===== config.mk =====
export PLATFORM = sky130hd
export DESIGN_NAME = spi_frame_loader_flat
export DESIGN_NICKNAME = d
export VERILOG_FILES = /design/src/rtl/spi_frame_loader_if.sv /design/src/rtl/spi_frame_loader.sv /design/src/flat_wrapper.sv
export SDC_FILE = /design/constraint.sdc
export NUM_CORES = 1
export LEC_CHECK = 0
export ABC_AREA = 0
export BUFFER_PORTS_ARGS = -buffer_cell sky130_fd_sc_hd__buf_4
export CORE_MARGIN = 3
export CORE_UTILIZATION = 60
export CTS_BUF_LIST = sky130_fd_sc_hd__clkbuf_8
export DETAILED_ROUTE_END_ITERATION = 12
export GPL_ROUTABILITY_DRIVEN = 0
export HOLD_SLACK_MARGIN = 0.1
export PLACE_DENSITY = 0.95
export SYNTH_ARGS = -nofsm -noshare
export SYNTH_HDL_FRONTEND = slang
export SYNTH_SLANG_ARGS = --single-unit
export TNS_END_PERCENT = 30

===== constraint.sdc =====
create_clock -name clk -period 4.45 [get_ports clk]
set_clock_uncertainty 0.15 [all_clocks]
set_input_delay 0 -clock clk [delete_from_list [all_inputs] [get_ports clk]]
set_output_delay 0 -clock clk [all_outputs]
set_load 0.005 [all_outputs]

===== src/rtl/spi_frame_loader_if.sv =====
`default_nettype none
// ============================================================================
// Module   : spi_frame_loader_if
// Purpose  : Bundles the SPI byte stream and the frame-buffer write port
//            used by spi_frame_loader.
// Ports    : rx_data/rx_valid/ss_active - byte stream from the SPI slave
//            ready                      - frame buffer can take a transaction
//            wdata/wrow/wcol/wen        - frame-buffer write port
//            swap/brightness/status     - commit pulse and register readback
//            modport slave  : decoder side
//            modport master : byte source / frame buffer side
// Revision : 1.0 - initial release
// ============================================================================
interface spi_frame_loader_if #(
  parameter int SEGMENTS = 1,
  parameter int ROWS     = 8,
  parameter int COLUMNS  = 32,
  parameter int CHANNELS = 3,
  parameter int BITWIDTH = 8
);
  localparam int c_W  = SEGMENTS * CHANNELS * BITWIDTH;
  localparam int c_RW = (ROWS > 1) ? $clog2(ROWS) : 1;
  localparam int c_CW = (COLUMNS > 1) ? $clog2(COLUMNS) : 1;

  logic [7:0]      rx_data;
  logic            rx_valid;
  logic            ss_active;
  logic            ready;
  logic [c_W-1:0]  wdata;
  logic [c_RW-1:0] wrow;
  logic [c_CW-1:0] wcol;
  logic            wen;
  logic            swap;
  logic [7:0]      brightness;
  logic [7:0]      status;

  modport slave (
    input  rx_data, rx_valid, ss_active, ready,
    output wdata, wrow, wcol, wen, swap, brightness, status
  );

  modport master (
    output rx_data, rx_valid, ss_active, ready,
    input  wdata, wrow, wcol, wen, swap, brightness, status
  );
endinterface
`default_nettype wire


===== src/rtl/spi_frame_loader.sv =====
`default_nettype none
// ============================================================================
// Module   : spi_frame_loader
// Purpose  : Decodes SPI command bytes and streams pixel words into the
//            display frame buffer (full frame or single row), plus buffer
//            commit, brightness register and sticky status/error flags.
// Ports    : clk - system clock
//            rst - synchronous reset, active low
//            bus - spi_frame_loader_if.slave (byte stream in, write port out)
// Revision : 1.0 - initial release
// ============================================================================
module spi_frame_loader #(
  parameter int SEGMENTS = 1,
  parameter int ROWS     = 8,
  parameter int COLUMNS  = 32,
  parameter int CHANNELS = 3,
  parameter int BITWIDTH = 8
) (
  input logic               clk,
  input logic               rst,
  spi_frame_loader_if.slave bus
);
  localparam int c_W  = SEGMENTS * CHANNELS * BITWIDTH;
  localparam int c_RW = (ROWS > 1) ? $clog2(ROWS) : 1;
  localparam int c_CW = (COLUMNS > 1) ? $clog2(COLUMNS) : 1;
  localparam int c_HW = (CHANNELS > 1) ? $clog2(CHANNELS) : 1;
  localparam int c_SW = (SEGMENTS > 1) ? $clog2(SEGMENTS) : 1;

  localparam logic [2:0] c_IDLE     = 3'd0;
  localparam logic [2:0] c_ROW_ADDR = 3'd1;
  localparam logic [2:0] c_LOAD     = 3'd2;
  localparam logic [2:0] c_REG      = 3'd3;
  localparam logic [2:0] c_COMMIT   = 3'd4;
  localparam logic [2:0] c_DISCARD  = 3'd5;

  logic [2:0]      state_q, state_d;
  logic            armed_q, armed_d;
  logic [c_RW-1:0] row_q, row_d, last_row_q, last_row_d;
  logic [c_CW-1:0] col_q, col_d;
  logic [c_HW-1:0] ch_q, ch_d;
  logic [c_SW-1:0] seg_q, seg_d;
  logic [c_W-1:0]  wdata_q, wdata_d;
  logic [c_RW-1:0] wrow_q, wrow_d;
  logic [c_CW-1:0] wcol_q, wcol_d;
  logic            wen_q, wen_d, swap_q, swap_d;
  logic [7:0]      brightness_q, brightness_d;
  logic            err_cmd_q, err_cmd_d, err_row_q, err_row_d;
  logic            err_short_q, err_short_d, err_busy_q, err_busy_d;
  logic            frame_done_q, frame_done_d;

  logic            w_cmd, w_end, w_word_last, w_limit, w_row_ok;
  logic [c_W-1:0]  w_shifted;

  // armed_q blocks command decode until chip-select has been seen low, so a
  // transaction interrupted by reset is ignored until it finishes.
  assign w_cmd       = (state_q == c_IDLE) && armed_q && bus.ss_active && bus.rx_valid;
  assign w_end       = (state_q != c_IDLE) && !bus.ss_active;
  assign w_word_last = (ch_q == c_HW'(CHANNELS - 1)) && (seg_q == c_SW'(SEGMENTS - 1));
  assign w_limit     = (state_q == c_LOAD) && bus.rx_valid && w_word_last &&
                       (col_q == c_CW'(COLUMNS - 1)) && (row_q == last_row_q);
  assign w_row_ok    = {24'd0, bus.rx_data} < 32'(ROWS);

  generate
    if (c_W > BITWIDTH) begin : g_shift_wide
      assign w_shifted = {wdata_q[c_W-BITWIDTH-1:0], bus.rx_data[BITWIDTH-1:0]};
    end else begin : g_shift_narrow
      assign w_shifted = bus.rx_data[BITWIDTH-1:0];
    end
  endgenerate

  // State register and all datapath flops
  always_ff @(posedge clk) begin
    if (!rst) begin
      state_q      <= c_IDLE;
      armed_q      <= 1'b0;
      row_q        <= '0;
      last_row_q   <= '0;
      col_q        <= '0;
      ch_q         <= '0;
      seg_q        <= '0;
      wdata_q      <= '0;
      wrow_q       <= '0;
      wcol_q       <= '0;
      wen_q        <= 1'b0;
      swap_q       <= 1'b0;
      brightness_q <= 8'hFF;
      err_cmd_q    <= 1'b0;
      err_row_q    <= 1'b0;
      err_short_q  <= 1'b0;
      err_busy_q   <= 1'b0;
      frame_done_q <= 1'b0;
    end else begin
      state_q      <= state_d;
      armed_q      <= armed_d;
      row_q        <= row_d;
      last_row_q   <= last_row_d;
      col_q        <= col_d;
      ch_q         <= ch_d;
      seg_q        <= seg_d;
      wdata_q      <= wdata_d;
      wrow_q       <= wrow_d;
      wcol_q       <= wcol_d;
      wen_q        <= wen_d;
      swap_q       <= swap_d;
      brightness_q <= brightness_d;
      err_cmd_q    <= err_cmd_d;
      err_row_q    <= err_row_d;
      err_short_q  <= err_short_d;
      err_busy_q   <= err_busy_d;
      frame_done_q <= frame_done_d;
    end
  end

  // Next-state logic
  always_comb begin
    state_d = state_q;
    case (state_q)
      c_IDLE: begin
        if (w_cmd) begin
          if (!bus.ready) begin
            state_d = c_DISCARD;
          end else begin
            case (bus.rx_data)
              8'hF0:   state_d = c_LOAD;
              8'hF1:   state_d = c_ROW_ADDR;
              8'h20:   state_d = c_REG;
              8'h10:   state_d = c_COMMIT;
              default: state_d = c_DISCARD;
            endcase
          end
        end
      end
      c_ROW_ADDR: if (bus.rx_valid) state_d = w_row_ok ? c_LOAD : c_DISCARD;
      c_LOAD:     if (w_limit) state_d = c_DISCARD;
      c_REG:      if (bus.rx_valid) state_d = c_DISCARD;
      default:    state_d = state_q;
    endcase
    // End of transaction overrides everything; the byte of this cycle has
    // already been accounted for by the output process.
    if (w_end) state_d = c_IDLE;
  end

  // Output / datapath logic
  always_comb begin
    armed_d      = armed_q | ~bus.ss_active;
    row_d        = row_q;
    last_row_d   = last_row_q;
    col_d        = col_q;
    ch_d         = ch_q;
    seg_d        = seg_q;
    wdata_d      = wdata_q;
    wrow_d       = wrow_q;
    wcol_d       = wcol_q;
    wen_d        = 1'b0;
    swap_d       = 1'b0;
    brightness_d = brightness_q;
    err_cmd_d    = err_cmd_q;
    err_row_d    = err_row_q;
    err_short_d  = err_short_q;
    err_busy_d   = err_busy_q;
    frame_done_d = frame_done_q;

    case (state_q)
      c_IDLE: begin
        if (w_cmd) begin
          if (!bus.ready) begin
            err_busy_d = 1'b1;
          end else begin
            case (bus.rx_data)
              8'hF0: begin
                row_d      = '0;
                col_d      = '0;
                ch_d       = '0;
                seg_d      = '0;
                last_row_d = c_RW'(ROWS - 1);
              end
              8'hF1, 8'h20, 8'h10: ;
              8'h30: begin
                err_cmd_d    = 1'b0;
                err_row_d    = 1'b0;
                err_short_d  = 1'b0;
                err_busy_d   = 1'b0;
                frame_done_d = 1'b0;
              end
              default: err_cmd_d = 1'b1;
            endcase
          end
        end
      end
      c_ROW_ADDR: begin
        if (bus.rx_valid) begin
          if (w_row_ok) begin
            row_d      = bus.rx_data[c_RW-1:0];
            last_row_d = bus.rx_data[c_RW-1:0];
            col_d      = '0;
            ch_d       = '0;
            seg_d      = '0;
          end else begin
            err_row_d = 1'b1;
          end
        end
      end
      c_LOAD: begin
        if (bus.rx_valid) begin
          wdata_d = w_shifted;
          if (w_word_last) begin
            ch_d   = '0;
            seg_d  = '0;
            wen_d  = 1'b1;
            wrow_d = row_q;
            wcol_d = col_q;
            if (w_limit) begin
              frame_done_d = 1'b1;
            end else if (col_q == c_CW'(COLUMNS - 1)) begin
              col_d = '0;
              row_d = row_q + c_RW'(1);
            end else begin
              col_d = col_q + c_CW'(1);
            end
          end else if (ch_q == c_HW'(CHANNELS - 1)) begin
            ch_d  = '0;
            seg_d = seg_q + c_SW'(1);
          end else begin
            ch_d = ch_q + c_HW'(1);
          end
        end
      end
      c_REG: if (bus.rx_valid) brightness_d = bus.rx_data;
      default: ;
    endcase

    if (w_end) begin
      if (state_q == c_COMMIT) swap_d = 1'b1;
      if ((state_q == c_LOAD) && !w_limit) err_short_d = 1'b1;
      row_d = '0;
      col_d = '0;
      ch_d  = '0;
      seg_d = '0;
    end
  end

  assign bus.wdata      = wdata_q;
  assign bus.wrow       = wrow_q;
  assign bus.wcol       = wcol_q;
  assign bus.wen        = wen_q;
  assign bus.swap       = swap_q;
  assign bus.brightness = brightness_q;
  assign bus.status     = {err_cmd_q, err_row_q, err_short_q, err_busy_q,
                           2'b00, (state_q != c_IDLE), frame_done_q};
endmodule
`default_nettype wire


===== src/flat_wrapper.sv =====
// flat-port wrapper written by rule: the top's interface ports become plain ports
module spi_frame_loader_flat 
#(
  parameter int SEGMENTS = 1,
  parameter int ROWS     = 8,
  parameter int COLUMNS  = 32,
  parameter int CHANNELS = 3,
  parameter int BITWIDTH = 8
)
  (clk, rst, bus_rx_data, bus_rx_valid, bus_ss_active, bus_ready, bus_wdata, bus_wrow, bus_wcol, bus_wen, bus_swap, bus_brightness, bus_status);
  spi_frame_loader_if #(.SEGMENTS(SEGMENTS), .ROWS(ROWS), .COLUMNS(COLUMNS), .CHANNELS(CHANNELS), .BITWIDTH(BITWIDTH)) bus_i ();
  input logic clk;
  input logic rst;
  input wire logic [$bits(bus_i.rx_data)-1:0] bus_rx_data;
  input wire logic [$bits(bus_i.rx_valid)-1:0] bus_rx_valid;
  input wire logic [$bits(bus_i.ss_active)-1:0] bus_ss_active;
  input wire logic [$bits(bus_i.ready)-1:0] bus_ready;
  output wire logic [$bits(bus_i.wdata)-1:0] bus_wdata;
  output wire logic [$bits(bus_i.wrow)-1:0] bus_wrow;
  output wire logic [$bits(bus_i.wcol)-1:0] bus_wcol;
  output wire logic [$bits(bus_i.wen)-1:0] bus_wen;
  output wire logic [$bits(bus_i.swap)-1:0] bus_swap;
  output wire logic [$bits(bus_i.brightness)-1:0] bus_brightness;
  output wire logic [$bits(bus_i.status)-1:0] bus_status;
  assign bus_i.rx_data = bus_rx_data;
  assign bus_i.rx_valid = bus_rx_valid;
  assign bus_i.ss_active = bus_ss_active;
  assign bus_i.ready = bus_ready;
  assign bus_wdata = bus_i.wdata;
  assign bus_wrow = bus_i.wrow;
  assign bus_wcol = bus_i.wcol;
  assign bus_wen = bus_i.wen;
  assign bus_swap = bus_i.swap;
  assign bus_brightness = bus_i.brightness;
  assign bus_status = bus_i.status;
  spi_frame_loader #(.SEGMENTS(SEGMENTS), .ROWS(ROWS), .COLUMNS(COLUMNS), .CHANNELS(CHANNELS), .BITWIDTH(BITWIDTH)) u_core (.clk(clk), .rst(rst), .bus(bus_i));
endmodule

==> run summary, run 1 <==
DR vias/cell: 5.81
Slew @ Worst Pin: 0.771 ns
Clock sink count: 65
Top-area cell type share of the netlist area: 43.6%
Hold wc startpoint: bus_ss_active
Yosys top cell by area: dfxtp_1
Num rows: 25
Status: completed
Die area: 0.00585 mm^2
Final WL: 7590 um
Startpoint types: register
Reg-to-reg endpoint: u_core.bus.wrow[1]
Core area: 0.00475 mm^2
Crit path from: u_core.state_q[1]
Most common flop cell mapped by yosys: dfxtp_1
Maximum clock path buffer count: 2
Area grow syn2layout: 24.5%
1st-pass router iterations: 5
ANT nets after route: 0
Final nets: 439
Gr usage total: 27.1%
Clock Pin Slew Worst Setup and Hold Paths: 0.07 ns
Starting Density: 62.7%
H-tree lvl count: 3
Final min period: 2.57 ns
Avg WL per Cell: 15.3 um
Overflow left after global routing: 0
FFs w/ async S/R, synth: 0%
Slew Limit Headroom: 48.5%
Max Cap Violations: 0
Final Slew Violations: 0
Post-CTS Resized: 0
Warnings, synthesis: 0
Post-Syn Instances: 365
Initial drt markers: 240
Final hold violations: 0
CTS Buf Count: 9
Crit end category: register
Arr. time, crit path: 2.63 ns
Crit-path max FO: 17
Hold Path Class: primary input to register
Syn Area/Cell: 8.17 um^2
R2R cell count: 5
Remaining DRCs: 0
Leakage power: 0.00150 uW
Critical R2R Launch: u_core.state_q[1]
CP Data Required Time: 4.51 ns
Synthesized area: 0.00298 mm^2
First-pass GRT wire length: 12800 um
Crit Path Category: register to register
Final setup fails: 0
Vias in the first global route: 2736
Root Buffer: clkbuf_8
Synth area leaders: dfxtp_1 44%, nand2_1 10%, a21oi_1 8.2%
ANT cells: 0
Layout cells sized above 1: 22.7%
Critical Path Sink: u_core.bus.wrow[1]
Fmax: 389 MHz
Later-pin clock latency in the skew report: 0.35 ns
Pin count of the biggest net entering global routing: 42
Post-synth EDFFs: 0
Peak VDD IR: 0.000217 V
I/O pin count: 63
Via count: 2876
Post-DP HPWL: 4830 um
Tot Pwr: 1250 uW
CTS tree: done
Final period utilization: 57.8%
Unique cell type count in the Yosys netlist: 61
Die height: 76.5 um
Power per Cell Area: 336 mW/mm^2
Die Wd: 76.5 um
Initial antenna violation count: 0
Post-synthesis register bit count: 65
Port Buffer Count: 60
Seq/Total Area, Yosys: 43.6%
Setup TNS: 0 ns
RSZ-0062 raised after global routing: false
R2R setup slack: 1.88 ns
## routing by layer
metal	vias to the layer above	GRT usage [%]	part of all wire [%]
met2	117	44.5	48
met5	-	0	0
met1	1362	33.5	42
li1	1377	-	-
met4	0	13.4	2.8
met3	20	5.91	7.1
## worst max-delay path, cell delays in order (launching register included)
cell and delay [ns]:
dfxtp_1 0.65, nor3b_2 0.49, and2_1 0.56, nand2_1 0.34, nand2_1 0.18, a21oi_1 0.08
## power breakdown
group	leakage [uW]	internal, uW	switching (uW)	total (uW)
sequential	0.000524	585	7.70	593
clock	0.000113	332	238	570
combinational	0.000861	35.6	50.4	86.0
## Yosys cell counts (4+ instances only)
cell type and n:
nor2_1 16, nand3_1 22, o211ai_1 4, nand2_1 82
buf_4 10, a21oi_1 49, nor4_1 4, inv_1 11
dfxtp_1 65, a311oi_1 4, and2_1 5, nor3_1 6
clkbuf_1 13, and3_1 5
## per-stage QoR
| step | hold WS, ns | std cells | worst slack (ns) | instance area [um^2] | util (%) |
|---|---|---|---|---|---|
| 2_1_floorplan | -0.0260 | 366 | 2.14 | 2990 | - |
| 3_3_place_gp | 0.0817 | 465 | 2.03 | 3350 | 70.4 |
| 3_5_place_dp | 0.0831 | 465 | 1.99 | 3350 | 70.4 |
| 4_1_cts | 0.288 | 495 | 1.92 | 3710 | 78.1 |
| 5_1_grt | 0.316 | 495 | 1.62 | 3710 | 78.1 |
| 6_report | 0.300 | 495 | 1.88 | 3710 | 78.1 |
## layout by cell type, fill, tap and decap left out, types with 3 or more instances in the layout
cell	n
nor3_1	6
inv_1	11
nor2_1	16
a21oi_1	49
nand4_1	3
ha_1	3
nand2_1	82
and3_1	5
dlygate4sd3_1	14
nor4_1	4
o21ai_0	3
nor2b_1	3
a221oi_1	3
and2_1	5
buf_4	62
mux2i_1	3
xor2_1	3
nand3_1	22
o211ai_1	4
dfxtp_1	65
clkbuf_8	10
a311oi_1	4
## cells by family after synthesis
logic type / synth area share, %
other: 0.126
AND/OR/NAND/NOR: 26.1
multiplexers: 1.01
AO/OA/AOI/OAI: 18.6
XOR/XNOR: 1.47
adder cells (fa/ha/maj): 1.26
buffers and inverters: 7.84
flip-flops: 43.6
## sequential cells by signal, summed over array words and instances, names as in the netlist, 2 cells and up
name and flops:
u_core.bus.wrow 3, u_core.row_q 3, u_core.bus.brightness 8, u_core.state_q 3, u_core.bus.wdata 24, u_core.bus.wcol 5, u_core.ch_q 2, u_core.last_row_q 3
u_core.col_q 5
## cell type report
| class | count | area, um^2 |
|---|---|---|
| Fill cell | 305 | 1040 |
| Tap cell | 67 | 83.8 |
| Sequential cell | 65 | 1300 |
| Multi-Input combinational cell | 259 | 1450 |
| Clock inverter | 6 | 90.1 |
| Clock buffer | 10 | 138 |
| Timing Repair Buffer | 76 | 606 |
| Inverter | 12 | 45.0 |
## worst min-delay path by stage
stage	endpoint	depth (start not counted)	slack, ns
global route	u_core.armed_q	3	0.32
floorplan	u_core.bus.brightness[3]	2	-0.03
global placement	u_core.bus.swap	2	0.08
detailed placement	u_core.bus.swap	2	0.08
CTS	u_core.armed_q	3	0.29
finish	u_core.armed_q	3	0.30
## what timing repair did
| action | 4_1_cts | 5_1_grt |
|---|---|---|
| hold buffers | 14 | 0 |
| endpoints found under the hold margin | 38 | 0 |
| buffers inserted | 0 | 0 |
Note: power is estimated with default switching activity, not from simulation.
==> run 2, diff against run 1 <==
Settings changed: ABC_AREA 0 to 1, CORE_UTILIZATION 60 to 56, PLACE_DENSITY 0.95 to 0.9.
Clock period 4.45 ns to 2.5 ns, I/O delays scaled along.
==> run 2 against run 1 <==
  * Flip-flop and latch count stayed put
  * Critical path type unchanged
  * Register-to-register slack got worse by 1.7 ns
  * Combinational power grew to 10 times the previous value
  * Cell area grew 2.3%
  * Sequential share of layout area down 0.74 points
  * Die area increased by 7.5%
  * Largest power group unchanged
  * Clock-buffer cell count is 1 lower
  * First-iteration DRC count fell by 25%
  * Non-clock buffer count up 4
==> run summary, run 2 <==
Maximum clock path buffer count: 2 (unchanged)
Post-Syn Instances: 428 (+17%)
CTS tree: done
Startpoint types: register
Avg WL per Cell: 13.4 um (-13%)
Root Buffer: clkbuf_8
Crit-path max FO: 6 (-11)
Initial drt markers: 180 (-25%)
Unique cell type count in the Yosys netlist: 34 (-44%)
Routed met3 length: 436 um (-20%)
Power per Cell Area: 743 mW/mm^2 (+120%)
Clock sink count: 65 (unchanged)
Synth area leaders: dfxtp_1 43%, nor2_1 12%, nand2_1 9.7%
Final setup fails: 0 (unchanged)
Status: completed
Area of all placed cells without fillers: 0.00380 mm^2 (+2.3%)
Pin count of the biggest net entering global routing: 46 (+9.5%)
Clock Pin Slew Worst Setup and Hold Paths: 0.07 ns (about the same)
Final Slew Violations: 0 (unchanged)
Peak VDD IR: 0.000558 V (+160%)
Most frequent cells in the layout: 95 x nor2_1, 78 x nand2_1, 64 x buf_4, 64 x dfxtp_1, 43 x inv_1
Remaining DRCs: 0 (unchanged)
Placement Cell Area: 0.00348 mm^2 (+4.0%)
First-pass GRT wire length: 13000 um (+1.2%)
DRT met1 WL: 3400 um (+7.6%)
Area grow syn2layout: 26.1%
Vias in the first global route: 2890 (+5.6%)
Core area: 0.00514 mm^2 (+8.1%)
Top-count cell post-synth: nor2_1
Hold Path Class: register to register
Gr usage total: 26.0% (-1.0 points)
Synth cell count leaders: 95 x nor2_1, 78 x nand2_1, 65 x dfxtp_1, 39 x inv_1, 36 x o21ai_0
Later-pin clock latency in the skew report: 0.35 ns (about the same)
Syn Area/Cell: 7.04 um^2 (-14%)
Top Layer Used: met4
Max Cap Violations: 0 (unchanged)
ANT nets after route: 0 (unchanged)
Final hold violations: 0 (unchanged)
Setup TNS: 0 ns (unchanged)
Die Wd: 79.3 um (+3.7%)
Commonest non-fill, non-tap cell in the layout: nor2_1
I/O pin count: 63 (unchanged)
Top-area cell type share of the netlist area: 43.2% (-0.42 points)
Final min period: 2.34 ns (-0.234 ns)
1st-pass router iterations: 4 (-1)
Num rows: 26 (+4.0%)
H-tree lvl count: 3 (unchanged)
Die height: 79.3 um (+3.7%)
Initial antenna violation count: 0 (unchanged)
Leakage power: 0.00185 uW (+24%)
FFs w/ async S/R, synth: 0% (unchanged)
Die area: 0.00629 mm^2 (+7.5%)
Crit end category: register
Filler Cells Inserted: 402 (+32%)
RSZ-0062 raised after global routing: false
Starting Density: 58.6% (-4.1 points)
Via count: 2938 (+2.2%)
Seq/Total Area, Yosys: 43.2% (-0.42 points)
Port Buffer Count: 60 (unchanged)
Max reg flops: 24 (unchanged)
Post-synth EDFFs: 0 (unchanged)
DR vias/cell: 5.10 (-12%)
Met2 WL: 3720 um (+1.1%)
Yosys top cell by area: dfxtp_1
Layout cells sized above 1: 21.1% (-1.5 points)
Final WL: 7730 um (+1.7%)
Min Hold Slack: 0.310 ns (+0.00981 ns)
Warnings, synthesis: 0 (unchanged)
Fmax: 428 MHz (+10%)
Final nets: 517 (+18%)
Arr. time, crit path: 2.48 ns (-0.15 ns)
Most common flop cell mapped by yosys: dfxtp_1
CTS Buf Count: 9 (unchanged)
Crit Path Category: register to register
Post-DP HPWL: 5160 um (+6.8%)
Overflow left after global routing: 0 (unchanged)
ANT cells: 0 (unchanged)
Post-synthesis register bit count: 65 (unchanged)
Final period utilization: 93.5% (+36 points)
Post-CTS Setup Inserts: 0 (unchanged)
CP Data Required Time: 2.65 ns (-1.86 ns)
Synthesized area: 0.00301 mm^2 (+0.96%)
Tot Pwr: 2820 uW (+130%)
==> run 2: cell count changes in the layout (fill, tap and decap cells not counted), sizes merged, moves of 4 or more <==
cell,change
a311oi,-4
inv,+37
nor2,+88
and2,-6
and3,-6
o21ai,+35
a21oi,-20
nor4,-4
nand3,-7
==> run 2: logic make-up after synthesis <==
kind of cell / share of synthesized area [%]
and+or+nand+nor: 31.4
AOI/OAI and AO/OA: 14.7
buffers and inverters: 9.31
DFF: 43.2
adders and majority gates: 1.25
other: 0.125
==> run 2: final timing paths <==
path | startpoint | to | slack, ns | cells after the start
max | u_core.state_q[0] | u_core.bus.brightness[5] | 0.16 | 6
min | u_core.err_cmd_q | u_core.err_cmd_q | 0.31 | 2
max reg2reg | u_core.state_q[0] | u_core.bus.brightness[5] | 0.16 | 6
min reg2reg | u_core.err_cmd_q | u_core.err_cmd_q | 0.31 | 2
==> run 2: timing repair <==
| action | CTS | global route |
|---|---|---|
| resized for setup | 0 | 1 |
| hold buffers | 16 | 0 |
| endpoints found under the setup margin | 0 | 1 |
| endpoints found under the hold margin | 57 | 0 |
==> run 2: layout make-up <==
cell class,count,area [um^2],area share (%)
inverters,46,178,4.68
flip-flops and latches,65,1300,34.3
well taps,70,87.6,2.31
clock buffers,9,124,3.26
multi-input cells,299,1430,37.7
repair buffers,80,641,16.9
clock inverters,7,32.5,0.856
==> run 2: layer usage <==
metal	global-route usage (%)	up-vias
met5	0	-
met4	13.1	0
met3	4.31	14
met2	44.2	89
met1	31.7	1343
li1	-	1492
==> run 2: per-stage QoR <==
stage / std cells / worst slack, ns / utilization [%]
after floorplan: 429 / 0.683 / -
after global placement: 544 / 0.598 / 67.7
after global routing: 576 / 0.0325 / 73.9
final: 576 / 0.163 / 73.9
after CTS: 576 / 0.134 / 73.9
after detailed placement: 544 / 0.481 / 67.7
==> run 2: worst max-delay path: stages, from the launching register on <==
cell and delay [ns]:
dfxtp_1 0.51, nand2_2 0.12, nor3_1 0.23, nand2_1 0.09, dlygate4sd3_1 0.57, nand3_1 0.08
dlygate4sd3_1 0.54
==> run 2: where the power goes <==
| part | switching, uW | leakage [uW] | total (uW) | internal (uW) |
|---|---|---|---|---|
| registers | 77.5 | 0.000526 | 1180 | 1100 |
| clock network | 404 | 0.0000940 | 745 | 342 |
| logic | 597 | 0.00123 | 899 | 302 |
==> run 3, diff against run 2 <==
Settings changed: BUFFER_PORTS_ARGS -buffer_cell sky130_fd_sc_hd__buf_4 to -buffer_cell sky130_fd_sc_hd__buf_2.
==> run 3 against run 2 <==
  * Non-clock buffer count is 1 higher
  * Critical endpoint unchanged
  * Combinational power shrank 0.7%
  * Register-to-register slack about the same
  * Largest power group unchanged
  * Global-route usage increased by 0.73 points
  * Fmax rose by 0.64%
==> run summary, run 3 (synthesis gave the netlist of run 2 again) <==
Setup TNS: 0 ns (unchanged)
CTS tree: done
Max Cap Violations: 0 (unchanged)
Die Wd: 79.3 um (unchanged)
Fmax: 431 MHz (+0.64%)
Critical path's slowest cell: dlygate4sd3_1
Final Slew Violations: 0 (unchanged)
ANT cells: 0 (unchanged)
Most frequent cells in the layout: 95 x nor2_1, 78 x nand2_1, 64 x dfxtp_1
Final min period: 2.32 ns (-0.0150 ns)
Vias in the first global route: 2836 (-1.9%)
RSZ-0062 raised after global routing: false
Port Buffer Count: 60 (unchanged)
Crit Path Category: register to register
Startpoint types: register
Worst slack at placement: 0.415 ns (-0.0661 ns)
Pin count of the biggest net entering global routing: 46 (unchanged)
Remaining DRCs: 0 (unchanged)
Clock sink count: 65 (unchanged)
Crit-path max cell delay: 0.57 ns (about the same)
Post-CTS Setup Inserts: 0 (unchanged)
Crit end category: register
CTS Buf Count: 9 (unchanged)
Initial antenna violation count: 0 (unchanged)
Initial drt markers: 294 (+63%)
Die area: 0.00629 mm^2 (unchanged)
Crit-path max FO: 6 (unchanged)
Via count: 3045 (+3.6%)
Avg WL per Cell: 13.5 um (+0.33%)
Arr. time, crit path: 2.47 ns (about the same)
CP Data Required Time: 2.65 ns (about the same)
H-tree lvl count: 3 (unchanged)
First-pass GRT wire length: 13200 um (+1.9%)
Num rows: 26 (unchanged)
Critical path, cell by cell: nand2_2 -> nor3_1 -> nand2_1 -> dlygate4sd3_1 -> nand3_1 -> dlygate4sd3_1
Area grow syn2layout: 22.9%
Hold Path Class: register to register
Max reg flops: 24 (unchanged)
FF/Latch Area: 0.00130 mm^2 (unchanged)
Post-DP HPWL: 5100 um (-1.3%)
I/O pin count: 63 (unchanged)
1st-pass router iterations: 5 (+1)
Peak VDD IR: 0.000476 V (-15%)
Gr usage total: 26.8% (+0.73 points)
Final nets: 518 (+0.19%)
Final setup fails: 0 (unchanged)
Leakage power: 0.00184 uW (-0.36%)
Power per Cell Area: 800 mW/mm^2 (+7.7%)
Root Buffer: clkbuf_8
CP most frequent cell: dlygate4sd3_1
Status: completed
ANT nets after route: 0 (unchanged)
Final hold violations: 0 (unchanged)
Later-pin clock latency in the skew report: 0.35 ns (about the same)
Starting Density: 58.6% (unchanged)
Layout cells sized above 1: 21.5% (+0.35 points)
Final period utilization: 92.9% (-0.60 points)
Clock Pin Slew Worst Setup and Hold Paths: 0.07 ns (about the same)
Core area: 0.00514 mm^2 (unchanged)
DR vias/cell: 5.28 (+3.5%)
Commonest non-fill, non-tap cell in the layout: nor2_1
Final worst setup slack: 0.178 ns (+0.0150 ns)
Area of the multi-input gates: 0.00143 mm^2 (unchanged)
Maximum clock path buffer count: 2 (unchanged)
Filler Cells Inserted: 411 (+2.2%)
Overflow left after global routing: 0 (unchanged)
Final WL: 7770 um (+0.50%)
Die height: 79.3 um (unchanged)
==> run 3: layer usage <==
metal,wire [um],global-route usage [%],vias to the layer above
met2,3840,45.6,124
met5,0,0,-
li1,-,-,1495
met1,3290,32.7,1408
met4,220,13.6,0
met3,419,3.97,18
==> run 3: repair_timing <==
action,in CTS,in global routing
endpoints found under the hold margin,56,0
setup endpoints to repair,0,1
gates resized for setup,0,1
hold buffers,18,0
==> run 3: area by class of cell <==
class                   instances  area share [%]
multi-input cells             299            38.7
flip-flops and latches         65            35.2
repair buffers                 81            13.6
inverters                      46            4.80
clock buffers                  10            3.72
well taps                      70            2.37
clock inverters                 6            1.59
==> run 3: worst max-delay path, delay by kind of cell (launching register included) <==
family,cells,cell delay (ns)
buffers and inverters,2,1.11
DFF,1,0.48
and+or+nand+nor,4,0.53
==> run 3: stage by stage <==
stage | total power, uW | util, % | instances | hold WS [ns] | instance area, um^2
after floorplan | 1870 | - | 429 | -0.0237 | 3020
after global placement | 2010 | 64.7 | 543 | 0.141 | 3320
after detailed placement | 2040 | 64.7 | 543 | 0.150 | 3320
after CTS | 2950 | 72.0 | 577 | 0.300 | 3700
after global routing | 3120 | 72.0 | 577 | 0.320 | 3700
final | 2960 | 72.0 | 577 | 0.300 | 3700
==> run 3: final timing paths <==
| kind | start | endpoint | slack [ns] | cells after the start |
|---|---|---|---|---|
| max | u_core.state_q[0] | u_core.bus.brightness[5] | 0.18 | 6 |
| min | u_core.err_cmd_q | u_core.err_cmd_q | 0.30 | 2 |
| max reg2reg | u_core.state_q[0] | u_core.bus.brightness[5] | 0.18 | 6 |
| min reg2reg | u_core.err_cmd_q | u_core.err_cmd_q | 0.30 | 2 |
==> run 3: power by group <==
part	switching, uW	internal (uW)	leakage [uW]	total (uW)
Combinational	606	287	0.00122	893
Sequential	74.5	1100	0.000526	1180
Clock	413	480	0.0000995	893
Total	1090	1870	0.00184	2960
